===== src/rtl/ioctl_loader.sv =====
// HPS ioctl download engine: maps ioctl_index to a memory region and streams words to SDRAM.
// Define IOCTL_LOADER_CKSUM_EN to add a 16-bit running checksum output.
module ioctl_loader #(
    parameter int ADDR_W      = 25,
    parameter int NUM_REGIONS = 4,
    parameter int FIFO_DEPTH  = 4
) (
    input  logic                          clk_sys,
    input  logic                          reset,
    input  logic [NUM_REGIONS*ADDR_W-1:0] region_base,
    input  logic [NUM_REGIONS-1:0]        region_swap,
    input  logic                          ioctl_download,
    input  logic [7:0]                    ioctl_index,
    input  logic                          ioctl_wr,
    input  logic [ADDR_W-1:0]             ioctl_addr,
    input  logic [15:0]                   ioctl_dout,
    output logic                          ioctl_wait,
    output logic                          mem_req,
    output logic [ADDR_W-1:0]             mem_addr,
    output logic [15:0]                   mem_wdata,
    input  logic                          mem_ack,
    output logic                          busy,
    output logic                          done,
    output logic [ADDR_W-1:0]             words_loaded,
    output logic                          bad_index,
`ifdef IOCTL_LOADER_CKSUM_EN
    output logic [15:0]                   checksum,
`endif
    output logic                          overflow
);
    localparam int PW = $clog2(FIFO_DEPTH);
    localparam int CW = PW + 1;

    typedef enum logic [2:0] {S_IDLE, S_LOAD, S_SKIP, S_DRAIN, S_DONE} state_t;

    state_t            state_q, state_d;
    logic              dl_prev_q;
    logic [ADDR_W-1:0] base_q, base_d, base_sel;
    logic              swap_q, swap_d, swap_sel;
    logic [PW-1:0]     wr_ptr_q, wr_ptr_d, rd_ptr_q, rd_ptr_d;
    logic [CW-1:0]     count_q, count_d;
    logic              wait_q, wait_d;
    logic [ADDR_W-1:0] words_q, words_d;
    logic              bad_q, bad_d, ovf_q, ovf_d;
    logic [ADDR_W-1:0] fifo_addr_q [FIFO_DEPTH];
    logic [ADDR_W-1:0] fifo_addr_d [FIFO_DEPTH];
    logic [15:0]       fifo_data_q [FIFO_DEPTH];
    logic [15:0]       fifo_data_d [FIFO_DEPTH];
    logic              start, region_ok, load_start, push, pop, full;
    logic [ADDR_W-1:0] push_addr;
    logic [15:0]       push_data;
    logic              unused_ok;

    assign unused_ok  = &{1'b0, ioctl_index[7:6], ioctl_addr[0]};
    assign start      = ioctl_download & ~dl_prev_q;
    assign region_ok  = ({1'b0, ioctl_index[5:0]} < 7'(NUM_REGIONS));
    assign load_start = (state_q == S_IDLE) & start & region_ok;
    assign full       = (count_q == CW'(FIFO_DEPTH));
    assign push       = (state_q == S_LOAD) & ioctl_wr & ~full;
    assign pop        = mem_ack & (count_q != '0);
    assign push_addr  = base_q + {ioctl_addr[ADDR_W-1:1], 1'b0};
    assign push_data  = swap_q ? {ioctl_dout[7:0], ioctl_dout[15:8]} : ioctl_dout;

    // Explicit mux avoids an out-of-range part-select for unmapped indices.
    always_comb begin
        base_sel = '0;
        swap_sel = 1'b0;
        for (int r = 0; r < NUM_REGIONS; r++) begin
            if (ioctl_index[5:0] == 6'(r)) begin
                base_sel = region_base[r*ADDR_W +: ADDR_W];
                swap_sel = region_swap[r];
            end
        end
    end

    always_ff @(posedge clk_sys or negedge reset) begin
        if (!reset) begin
            state_q     <= S_IDLE;
            dl_prev_q   <= 1'b0;
            base_q      <= '0;
            swap_q      <= 1'b0;
            wr_ptr_q    <= '0;
            rd_ptr_q    <= '0;
            count_q     <= '0;
            wait_q      <= 1'b0;
            words_q     <= '0;
            bad_q       <= 1'b0;
            ovf_q       <= 1'b0;
            fifo_addr_q <= '{default: '0};
            fifo_data_q <= '{default: '0};
        end else begin
            state_q     <= state_d;
            dl_prev_q   <= ioctl_download;
            base_q      <= base_d;
            swap_q      <= swap_d;
            wr_ptr_q    <= wr_ptr_d;
            rd_ptr_q    <= rd_ptr_d;
            count_q     <= count_d;
            wait_q      <= wait_d;
            words_q     <= words_d;
            bad_q       <= bad_d;
            ovf_q       <= ovf_d;
            fifo_addr_q <= fifo_addr_d;
            fifo_data_q <= fifo_data_d;
        end
    end

    always_comb begin
        state_d = state_q;
        case (state_q)
            S_IDLE:  if (start) state_d = region_ok ? S_LOAD : S_SKIP;
            S_LOAD:  if (!ioctl_download) state_d = S_DRAIN;
            S_SKIP:  if (!ioctl_download) state_d = S_IDLE;
            S_DRAIN: if (count_q == '0) state_d = S_DONE;
            S_DONE:  state_d = S_IDLE;
            default: state_d = S_IDLE;
        endcase
    end

    always_comb begin
        base_d      = base_q;
        swap_d      = swap_q;
        wr_ptr_d    = wr_ptr_q;
        rd_ptr_d    = rd_ptr_q;
        count_d     = count_q;
        words_d     = words_q;
        bad_d       = bad_q;
        ovf_d       = ovf_q;
        fifo_addr_d = fifo_addr_q;
        fifo_data_d = fifo_data_q;
        if (load_start) begin
            base_d  = base_sel;
            swap_d  = swap_sel;
            words_d = '0;
        end
        if ((state_q == S_IDLE) && start && !region_ok) bad_d = 1'b1;
        if ((state_q == S_LOAD) && ioctl_wr && full) ovf_d = 1'b1;
        if (push) begin
            fifo_addr_d[wr_ptr_q] = push_addr;
            fifo_data_d[wr_ptr_q] = push_data;
            wr_ptr_d              = wr_ptr_q + PW'(1);
        end
        if (pop) begin
            rd_ptr_d = rd_ptr_q + PW'(1);
            words_d  = words_q + ADDR_W'(1);
        end
        count_d = count_q + CW'(push) - CW'(pop);
        wait_d  = (count_d >= CW'(FIFO_DEPTH - 1));
    end

    // Head is gated so the memory bus idles at zero when nothing is queued.
    always_comb begin
        busy         = (state_q != S_IDLE);
        done         = (state_q == S_DONE);
        mem_req      = (count_q != '0);
        mem_addr     = mem_req ? fifo_addr_q[rd_ptr_q] : '0;
        mem_wdata    = mem_req ? fifo_data_q[rd_ptr_q] : '0;
        ioctl_wait   = wait_q;
        words_loaded = words_q;
        bad_index    = bad_q;
        overflow     = ovf_q;
    end

`ifdef IOCTL_LOADER_CKSUM_EN
    logic [15:0] cksum_q, cksum_d;

    always_comb begin
        cksum_d = cksum_q;
        if (load_start) cksum_d = '0;
        else if (pop)   cksum_d = cksum_q + fifo_data_q[rd_ptr_q];
    end

    always_ff @(posedge clk_sys or negedge reset) begin
        if (!reset) cksum_q <= '0;
        else        cksum_q <= cksum_d;
    end

    assign checksum = cksum_q;
`endif
endmodule


===== config.mk =====
export PLATFORM = sky130hd
export DESIGN_NAME = ioctl_loader
export DESIGN_NICKNAME = d
export VERILOG_FILES = /design/src/rtl/ioctl_loader.sv
export SDC_FILE = /design/constraint.sdc
export NUM_CORES = 1
export LEC_CHECK = 0
export BUFFER_PORTS_ARGS = -buffer_cell sky130_fd_sc_hd__buf_2
export CORE_UTILIZATION = 55
export DETAILED_ROUTE_END_ITERATION = 12
export PLACE_DENSITY = 0.82
export SETUP_SLACK_MARGIN = 0.1
export SLEW_MARGIN = 15
export SYNTH_ARGS = -nofsm -noshare
export SYNTH_HDL_FRONTEND = slang
export SYNTH_SLANG_ARGS = --single-unit

===== constraint.sdc =====
create_clock -name clk_sys -period 7.8 [get_ports clk_sys]
set_input_delay 0.39 -clock clk_sys [delete_from_list [all_inputs] [get_ports clk_sys]]
set_output_delay 0.39 -clock clk_sys [all_outputs]
set_load 0.01 [all_outputs]

# Yosys cells after proc, flatten, opt, wreduce, memory -nomap -nowiden
# Cells that the tools add are included.
# classes
n_addsub,6
mul,0
n_div,0
n_lt_le_gt_ge,5
eq_ne,12
n_shift,0
mux,31
bitwise_logic,10
n_reduce_logical,13
# op_table
cell,n
$mux 25,10
$bwmux 100,1
$mux 16,5
$bwmux 64,1
$bmux 25 s2,1
$demux 25 s2,1
$bmux 16 s2,1
$demux 16 s2,1
$add 25x1->25 const B,1
$add 25x25->25,1
$eq 6x2->1 const B,2
$mux 3,4
$pmux 3 s4,1
$ne 2x2->1 const B,4
$and 1x1->1,6
$eq 3x2->1 const B,2
$eq 3x3->1 const B,2
$eq 6x1->1 const B,1
$ge 3x3->1 const B,2
$logic_not 3->1,2
$logic_not 6->1,1
$lt 6x3->1 const B,1
$not 2->3,2
$reduce_bool 3->1,2
other kinds (13),22
# word_totals
register_bits,229
latch_bits,0
ram_bits,0
romBits,0
elab_cells,96
mem_count,0

# Longest topological paths before layout
# depth
word_depth,6
ltp_mapped,11

# Worst setup path after synthesis
# Ideal clock, no wire load.
# synth_path
kind,reg2reg
startpoint,register count_q[1]
endpoint,register wait_q (netlist: ioctl_wait)
setup_ns,0.118
arrival_time_ns,2.593
required_time_ns,7.682
slack_ns,5.089
path_stages_with_launch,12
path_buffers,2
path_cell_list,dfrtp_1 -> or3_1 -> clkbuf_1 -> nand2_1 -> clkbuf_1 -> xnor2_1 -> ha_1 -> inv_1 -> fa_1 -> xnor2_1 -> xnor2_1 -> a21o_1
# synth_via
elab_chain_len,6
word_cells_on_any_way,8
cone_classes,2 x add/sub; 1 x order compare; 1 x eq/ne; 3 x bitwise; 1 x reduce/logical
# synth_rtl
element,line_no,source
from (decl),41,"logic [CW-1:0] count_q, count_d;"
from (signal assigned),98,count_q <= count_d;
$eq 3x3->1,58,assign full = (count_q == CW'(FIFO_DEPTH));
$not 1->1,59,assign push = (state_q == S_LOAD) & ioctl_wr & ~full;
$and 1x1->1,59,
$add 3x1->3,147,count_d = count_q + CW'(push) - CW'(pop);
$sub 3x1->3 (*),147,
named net count_d[2],41,
$ge 3x2->1 (*),148,wait_d = (count_d >= CW'(FIFO_DEPTH - 1));
named net wait_d,42,"logic wait_q, wait_d;"
to (signal assigned),99,wait_q <= wait_d;
to (decl),42,
# Mark *: on every way through the listed nets, which the timed path passes. The rest lies on a longest branch.
# A chain may end at the register's enable or synchronous reset.

# Worst setup path after layout
# Ends and elaborated chain as after synthesis.

==> metrics.txt <==
status=completed; CP Class=flop to flop; sequential area share after synthesis=0.476; startpoint types=flop; Die W=150 µm; worst reg2reg endpoint=ioctl_wait$_DFF_PN0_; Area after DPL=13400 µm²; Hold WS=0.0290 ns; RR Startpoint=count_q[1]$_DFF_PN0_; setup TNS=0 ns; #FFs+latches synth=229; Reg area=5740 µm²; clock period minus worst slack=3.22 ns; Total GRT Usage=0.249; crit path max fanout=47; number of flops mapped to enable cells by yosys=0; H-Tree Depth=1; root buffer cell=clkbuf_16; CTS buffer count=24; starting density of the core=0.568; Top Ports=230; clk_skew=0.0131 ns; Setup crit end kind=flop; routability cong.=0.821; top cells by count, synth=229 x dfrtp_1, 134 x nand2_1, 129 x o21ai_0, 94 x mux2_2, 67 x mux4_2; relative slew slack=0.344; RSZ-0062 raised after global routing=false; Post-Synthesis Cells=1047; Post-CTS Resized=0; first-pass GRT wire length=43.9 mm; vias in the first global route=8864; synth-to-layout area growth=17.4%; worst hold endpoint=dl_prev_q$_DFF_PN0_; port buffer count=226; fillers=1674; CTS tree=yes; Ys Warns=0; design area=14100 µm²; library cells used by synthesis=54; Max Clk Rate=311 MHz; Pleak=6.92 nW; initial DRC count=385; ANT cells=0; Worst Min Path Start=ioctl_download; final setup vio count=0; Rows=53; Hold Crit Depth=1; clk sinks=229; Final HPWL DP=18.7 mm; die height=150 µm; worst-case reg-to-reg path depth=10; worst slew pin tran=0.985 ns; CTS max path bufs=3; Required @ worst endpoint=8.20 ns; die area=22500 µm²; final cycle utilization of the critical path=0.413; Worst EP arrival=3.62 ns; GRT Residual Overflow=0; WL final=27.2 mm; max-slew violation count=0; Core ar.=21200 µm²; DRC=0; area leader, netlist=dfrtp_1; syn avg cell area=11.5 µm²; Primary FF master, synth=dfrtp_1; initial antenna violation count=0; Worst-path clk slew=0.06 ns; pre-CTS setup slack=4.55 ns; Max Cap Viol=0; final hold vios=0; Mapped Area=12000 µm²; PnR worst setup slack=4.58 ns; drt first pass iters=5; top-area cell type share of the netlist area=0.476; top post-synthesis cells by area=dfrtp_1 48%, mux4_2 13%, mux2_2 8.8%, o21ai_0 5.4%, nand2_1 4.2%; maximum vdd drop=0.170 mV; count leader, synth=dfrtp_1; Hold Crit Class=input pin to flop; Avg WL per Cell=17.7 µm; vias post-DR=8893; largest net degree at the start of global routing=84; syn_nets=1236; Async SR Flop Fraction=1.00; DR vias/cell=5.80; layout cell share with drive strength beyond 1=0.353; P per Cell Area=306 nW/µm²; Clk Latency, worst-skew pair=0.51 ns; Multi-input gate area=6030 µm²; R2R Setup Slk=4.58 ns; Routed Antenna Nets=0; Nets=1431
-- sequential cells by signal (all words and copies together) (netlist names) --
name and flops:
words_loaded 25, base_q 25, state_q 3, rd_ptr_q 2, count_q 3, wr_ptr_q 2
fifo_addr_q 100, ioctl_wait 1, overflow 1, bad_index 1, fifo_data_q 64, swap_q 1
dl_prev_q 1
-- how the worst max path moves through the flow --
stage / depth (start not counted) / slack, ns / start / endpoint
after detailed placement: 10 / 4.55 / count_q[1]$_DFF_PN0_ / ioctl_wait$_DFF_PN0_
final: 10 / 4.58 / count_q[1]$_DFF_PN0_ / ioctl_wait$_DFF_PN0_
after global routing: 10 / 4.35 / count_q[1]$_DFF_PN0_ / ioctl_wait$_DFF_PN0_
after CTS: 10 / 4.54 / count_q[1]$_DFF_PN0_ / ioctl_wait$_DFF_PN0_
after global placement: 10 / 4.68 / count_q[1]$_DFF_PN0_ / ioctl_wait$_DFF_PN0_
after floorplan: 11 / 5.09 / count_q[1]$_DFF_PN0_ / ioctl_wait$_DFF_PN0_
-- cell usage in the layout (no fill, tap or decap), types with 25 or more instances in the layout --
cell and n:
clkbuf_16 25, nor2_1 35, o21ai_0 129, dfrtp_1 227
ha_1 29, buf_2 225, mux4_2 67, and2_1 42
mux2i_1 31, nand2_1 130, a21oi_1 29, mux2_2 94
-- worst max-delay path, cell delays in order, from the launching register on --
cell and delay (ns):
dfrtp_1 0.43, or3_1 0.36, buf_4 0.29, nand2_1 0.73, xnor2_1 0.21, ha_1 0.20, inv_1 0.06, fa_1 0.37
xnor2_1 0.19, xnor2_1 0.11, a21o_1 0.17
-- power by group --
| group | internal (W) | switching [W] | total, W |
|---|---|---|---|
| registers | 0.00150 | 0.000270 | 0.00177 |
| clock network | 0.000667 | 0.000451 | 0.00112 |
| logic | 0.000714 | 0.000723 | 0.00144 |
| total | 0.00288 | 0.00144 | 0.00432 |
-- routing by layer --
| metal | track usage | vias to the layer above | share of wire |
|---|---|---|---|
| li1 | - | 4184 | - |
| met1 | 0.328 | 4368 | 0.43 |
| met2 | 0.424 | 300 | 0.49 |
| met3 | 0.0439 | 41 | 0.063 |
| met4 | 0.0712 | 0 | 0.019 |
| met5 | 0 | - | 0 |
-- area by class of cell --
cell class | instances | area share
Multi-Input combinational cell | 741 | 0.426
Sequential cell | 229 | 0.406
Timing Repair Buffer | 236 | 0.0862
Clock buffer | 38 | 0.0512
Tap cell | 275 | 0.0243
Clock inverter | 5 | 0.00354
Inverter | 10 | 0.00266
-- what timing repair did --
action                                 CTS  global route
setup buffers                            0             0
setup endpoints to repair                0             0
endpoints found under the hold margin   81             0
hold buffers                             1             0
-- kinds of logic after synthesis --
family / synth area share
fa+ha+maj: 0.0335
flops: 0.476
xor+xnor: 0.0167
simple gates: 0.110
compound gates: 0.101
mux: 0.239
buf+inv: 0.0246
-- metrics by stage --
step	instances	power, W	utilization
after floorplan	1047	0.00276	-
after global placement	1490	0.00316	0.629
after detailed placement	1490	0.00323	0.629
after CTS	1534	0.00436	0.666
after global routing	1534	0.00461	0.666
final	1534	0.00432	0.666
(Power assumes the default switching activity.)
